--- src/rtl/shifter_pkg.sv ---
// shifter_pkg: shared types and defaults for the shifter/deserializer family
package shifter_pkg;
  typedef enum logic {DIR_MSB_FIRST = 1'b0, DIR_LSB_FIRST = 1'b1} shift_dir_e;
  typedef enum logic {ST_IDLE, ST_SHIFT} deser_state_e;
  localparam int DEFAULT_WIDTH = 8;
endpackage

--- src/rtl/deser_shift_reg.sv ---
// deser_shift_reg: bidirectional serial-in shift register with shift-into-zero on clr
module deser_shift_reg
  import shifter_pkg::*;
#(
  parameter int WIDTH = DEFAULT_WIDTH
) (
  input  logic             clk,
  input  logic             rst_n,
  input  logic             en,
  input  logic             clr,
  input  shift_dir_e       dir,
  input  logic             din,
  output logic [WIDTH-1:0] q
);
  logic [WIDTH-1:0] base;
  assign base = clr ? '0 : q;
  always_ff @(posedge clk or negedge rst_n)
    if (!rst_n) q <= '0;
    else if (en) q <= (dir == DIR_LSB_FIRST) ? {din, base[WIDTH-1:1]} : {base[WIDTH-2:0], din};
    else if (clr) q <= '0;
endmodule

--- src/rtl/shift_deserializer.sv ---
// shift_deserializer: serial-in/parallel-out receiver with a one-word valid/ready output buffer
module shift_deserializer
  import shifter_pkg::*;
#(
  parameter int WIDTH = DEFAULT_WIDTH
) (
  input  logic             clk,
  input  logic             rst_n,
  input  logic             sin_valid,
  input  logic             sin_bit,
  input  logic             sin_lsb_first,
  input  logic             clear,
  output logic [WIDTH-1:0] dout,
  output logic             dout_valid,
  input  logic             dout_ready,
  output logic             busy,
  output logic             overrun
);
  localparam int CW = $clog2(WIDTH);
  logic [CW-1:0] cnt;
  deser_state_e state;
  shift_dir_e dir;
  logic [WIDTH-1:0] q, word;
  logic idle, done;
  assign idle = state == ST_IDLE;
  assign done = sin_valid && cnt == CW'(WIDTH - 1);
  // completion word is the register contents with the final bit shifted in
  assign word = (dir == DIR_LSB_FIRST) ? {sin_bit, q[WIDTH-1:1]} : {q[WIDTH-2:0], sin_bit};
  assign busy = state == ST_SHIFT;
  deser_shift_reg #(.WIDTH(WIDTH)) u_sreg (
    .clk  (clk),
    .rst_n(rst_n),
    .en   (sin_valid && !clear),
    .clr  (clear || idle),
    .dir  (idle ? shift_dir_e'(sin_lsb_first) : dir),
    .din  (sin_bit),
    .q    (q)
  );
  always_ff @(posedge clk or negedge rst_n)
    if (!rst_n) begin
      cnt        <= '0;
      state      <= ST_IDLE;
      dir        <= DIR_MSB_FIRST;
      dout       <= '0;
      dout_valid <= 1'b0;
      overrun    <= 1'b0;
    end else if (clear) begin
      cnt        <= '0;
      state      <= ST_IDLE;
      dout_valid <= 1'b0;
      overrun    <= 1'b0;
    end else begin
      if (sin_valid) begin
        if (idle) dir <= shift_dir_e'(sin_lsb_first);
        cnt   <= done ? '0 : cnt + 1'b1;
        state <= done ? ST_IDLE : ST_SHIFT;
      end
      if (done && (!dout_valid || dout_ready)) begin
        dout       <= word;
        dout_valid <= 1'b1;
      end else if (done) overrun <= 1'b1;
      else if (dout_valid && dout_ready) dout_valid <= 1'b0;
    end
endmodule
--- config.mk ---
export PLATFORM = sky130hd
export DESIGN_NAME = shift_deserializer
export DESIGN_NICKNAME = d
export VERILOG_FILES = /design/src/rtl/shifter_pkg.sv /design/src/rtl/deser_shift_reg.sv /design/src/rtl/shift_deserializer.sv
export SDC_FILE = /design/constraint.sdc
export NUM_CORES = 1
export LEC_CHECK = 0
export ABC_AREA = 1
export CAP_MARGIN = 25
export CORE_ASPECT_RATIO = 1.1
export CORE_MARGIN = 1
export CORE_UTILIZATION = 52
export CTS_CLUSTER_DIAMETER = 100
export DETAILED_ROUTE_END_ITERATION = 8
export PLACE_DENSITY = 0.75
export SYNTH_ARGS = -nofsm -noshare
export SYNTH_HDL_FRONTEND = slang
export SYNTH_SLANG_ARGS = --single-unit
--- constraint.sdc ---
create_clock -name clk -period 1.64 [get_ports clk]
set_input_delay 0.164 -clock clk [delete_from_list [all_inputs] [get_ports clk]]
set_output_delay 0.164 -clock clk [all_outputs]
set_load 0.01 [all_outputs]
After elaboration in Yosys (flattened, before gate mapping)
Index checks and enable logic that the tools add are counted.
- flip-flop bits (word level): 23
- input port bits: 7
- output and inout bits: 11
- word-level logic and storage cells: 46
- add/subtract/negate cells: 1
- equal/unequal tests: 3
- multiplexer cells: 18
- bitwise logic cells: 2
- reductions and logical operators: 15
- operator list (kind ; number):
    8-bit two-way mux ; 4
    1-bit two-way mux ; 11
    3-bit two-way mux ; 3
    2-bit AND reduction ; 4
    1-bit logical AND ; 4
    2-bit nonzero test ; 2
    3-bit by 1-bit adder with 3-bit output (second input constant) ; 1
    3-bit equality test (second input constant) ; 1
    3-bit by 2-bit inequality test with 1-bit output (second input constant) ; 1
    3-bit nonzero test ; 1
    1-bit zero test ; 2
    1-bit logical OR ; 2
    2-bit inequality test (second input constant) ; 1
    1-bit NOT ; 2

Depth between registers and ports, before layout
- depth in word-level cells: 5
- gate-level depth with buffers: 7
- gate-level depth less buffers: 6

Cells and area by module
Synthesis repeated with hierarchy kept, for this count alone.
- cells, all modules: 163
- area, all modules: 1251.2 µm²
- by module, submodules not included (module ; times used ; cells an instance ; area an instance (µm²) ; seq. area each (µm²)):
    shift_deserializer ; 1 ; 102 ; 797.0 ; 375.4
    deser_shift_reg ; 1 ; 61 ; 454.2 ; 200.2

Least setup slack after synthesis
OpenSTA, ideal clock, no wires.
- kind: reg2reg
- start point: register cnt[0]
- end point: register dout[7]
- library setup time: 0.074 ns
- arrival: 1.125 ns
- data required time: 1.566 ns
- setup slack: 0.441 ns
- stages on the path, launching flop included: 7
- buffers on the path: 1
- clock period less this slack: 1.199 ns
- cell sequence: dfrtp_1 ha_1 ha_1 nand3_4 buf_6 nand2_1 o21ai_2
- longest elaborated chain between the ends: 4
- RTL lines (element ; line ; source):
    start, declared ; shift_deserializer.sv:20 ; logic [CW-1:0] cnt;
    start signal, assigned ; shift_deserializer.sv:55 ; cnt <= done ? '0 : cnt + 1'b1;
    3-bit equality test ; shift_deserializer.sv:26 ; assign done = sin_valid && cnt == CW'(WIDTH - 1);
    1-bit logical AND ; shift_deserializer.sv:26 ;
    1-bit logical AND ; shift_deserializer.sv:58 ; if (done && (!dout_valid || dout_ready)) begin
    2-bit AND reduction (no source line) ; n/a ;
    end signal, assigned ; shift_deserializer.sv:59 ; dout <= word;
    end, declared ; shift_deserializer.sv:13 ; output logic [WIDTH-1:0] dout,
No other way between the ends.
A chain may end at the register's enable or synchronous reset.

Worst setup path in the final report
- start point: register dout[0]
- end point: output dout[0]
No word-level cell between the ends.

==> flow_summary.ini <==
[run_status]
status = completed

[placement]
port-buffer-count = 17
gp_congestion = 0.888
dp_hpwl_um = 1670
placed_cells = 187
place_area_sq_mm = 0.00138

[timing]
finalClockSkew_ns = 0.00505
tightest_slew_ns = 0.286
tns_ns = 0
period_share = 0.863
hold_viol_final = 0
fmax_mhz = 707
finalCriticalPeriod_ns = 1.42
drv_slew = 0
setup_violations = 0
rsz0062_at_grt = no
max_slew_margin = 0.809
fin_hold_ws_ns = 0.185

[floorplan]
io_pins = 18
dieArea_sq_mm = 0.00245
die_y_um = 51.8
rows = 17
start_util = 0.569
dieWidth_um = 47.3
core_sq_mm = 0.00206

[worst_setup_path]
critical_path.top_delay_family = buffers and inverters
r2r-start = cnt[0]
crit_chain = clkdlybuf4s50_1
rr_endpoint = cnt[0]
cpPeakStageDelay_ns = 0.55
crit_type = reg2out
r2r_cells = 5
worstPathRequired_ns = 1.48
cp_slowest_cell = clkdlybuf4s50_1
crit_arrival_ns = 1.25
crit_start = dout[0]
crit_buf_inv = 1
end_kind = primary output
cp-start-kind = register
cp_max_fo = 2
ff2ff_setup_slack_ns = 0.34

[yosys]
syn-num-nets = 152
yosys-top-cells-count = nand2_1 (52), dfrtp_1 (23), nand3_1 (18), o21ai_0 (11)
synth_area_per_cell_sq_um = 8.21
synth_top_area_frac = 0.490
synthFlopType = dfrtp_1
ys_seq_area_frac = 0.490
yosysMostFrequentCell = nand2_1
synthCells = 143
syn_area_sq_mm = 0.00117
synth.ff_latch_count = 23
async_flop_share = 1.00
synth_largest_area_cell = dfrtp_1
yosysWarningCount = 0
ys_types = 20
synth_edf_count = 0
synth.area.top_cells = dfrtp_1 (49%), nand2_1 (17%), nand3_1 (7.7%)

[grt]
grt_pass1_wl_um = 3810
overflow = 0
grt_usage = 0.222
antenna_found_initial = 0
grt_max_degree = 24
grt_pass1_vias = 878

[drt]
drt_iter0_markers = 36
drt_wl_total_um = 2380
post_drt_wl_per_cell_um = 12.5
first_pass_iters = 4
drtAntennaViolNets = 0
drc = 0
vias = 1006
drt-vias-per-instance = 5.27

[clocking]
cts_tree = yes
postCtsSetupRepairBufs = 0
ctsHoldBuffers = 0
clock_latency_ns = 0.31
cts_buffers = 3
cts_buffer_depth = 2
cts-htree-levels = 1
clk_pin_slew_worst_paths_ns = 0.12
cts_resized = 0
root_buffer = clkbuf_4
cts_sinks = 23

[layout]
final_cells = 191
antenna_cells = 0
final_layout_size_suffix_gt1_frac = 0.135
stdcell_area_sq_mm = 0.00140
final_util = 0.679
multi_input_area_sq_um = 542
nFillCells = 180
area_growth_pct = 19.4
nets = 173
seq_area_sq_um = 576

[power_and_ir_drop]
pwr_density_cell_mw_per_mm2 = 758
vdd_ir_drop_max_mv = 0.564
p_leak_nw = 0.706

[hold_path]
hp-class = in2async

[job]
maxCapViolations = 0
==> sequential cells by signal (all words and copies together), names as in the netlist <==
register,flops
dout_valid,1
u_sreg.q,8
dout,8
busy,1
cnt,3
dir,1
overrun,1
==> cells in the final DEF (no fill, tap or decap), types with 2 or more instances in the layout <==
| master | synthesis | final |
|---|---|---|
| o21ai_1 | 6 | 6 |
| clkbuf_4 | 0 | 3 |
| inv_1 | 6 | 6 |
| o21ai_2 | 2 | 2 |
| or2_2 | 6 | 6 |
| buf_4 | 0 | 3 |
| nand3_1 | 18 | 18 |
| nand2_2 | 2 | 2 |
| inv_2 | 2 | 2 |
| o21ai_0 | 11 | 11 |
| ha_1 | 2 | 2 |
| clkdlybuf4s50_1 | 0 | 17 |
| nor2_1 | 4 | 4 |
| nand2_1 | 52 | 52 |
| dfrtp_1 | 23 | 23 |
==> through the flow <==
stage / power, mW / worst slack [ns]
2_1_floorplan: 0.745 / 0.441
3_3_place_gp: 0.805 / 0.266
3_5_place_dp: 0.811 / 0.216
4_1_cts: 1.07 / 0.206
5_1_grt: 1.12 / 0.169
6_report: 1.06 / 0.225
==> worst max path at each step <==
stage                     slack [ns]  depth (start not counted)     endpoint
after floorplan                 0.44                          6      dout[7]
after global placement          0.27                          6  u_sreg.q[2]
after detailed placement        0.22                          6  u_sreg.q[4]
after CTS                       0.21                          1      dout[0]
after global routing            0.17                          1      dout[0]
final                           0.22                          1      dout[0]
==> cell families (layout without fill, tap and decap cells) <==
logic type	Yosys count	after routing	synth area share
AOI/OAI and AO/OA	21	21	0.100
buffers and inverters	12	32	0.0480
adders and majority gates	2	2	0.0213
and+or+nand+nor	85	85	0.340
DFF	23	23	0.490
==> final cells by class <==
class / count / share of cell area
well taps: 28 / 0.0250
flip-flops and latches: 23 / 0.411
repair buffers: 20 / 0.138
inverters: 8 / 0.0214
clock buffers: 4 / 0.0188
multi-input cells: 108 / 0.387
==> power breakdown <==
| part | leakage [nW] | total, mW | internal (mW) | switching [mW] |
|---|---|---|---|---|
| sequential | 0.314 | 0.614 | 0.589 | 0.0258 |
| combinational | 0.377 | 0.187 | 0.0762 | 0.110 |
| clock | 0.0150 | 0.261 | 0.0949 | 0.166 |
| total | 0.706 | 1.06 | 0.760 | 0.302 |
==> metal layers <==
| metal | vias up | track usage | part of all wire |
|---|---|---|---|
| met5 | - | 0 | 0 |
| met4 | 0 | 0.100 | 0.0071 |
| met3 | 2 | 0.0313 | 0.061 |
| met2 | 38 | 0.352 | 0.46 |
| met1 | 461 | 0.294 | 0.47 |
| li1 | 505 | - | - |
No activity file was read; power rests on OpenSTA's default activity.
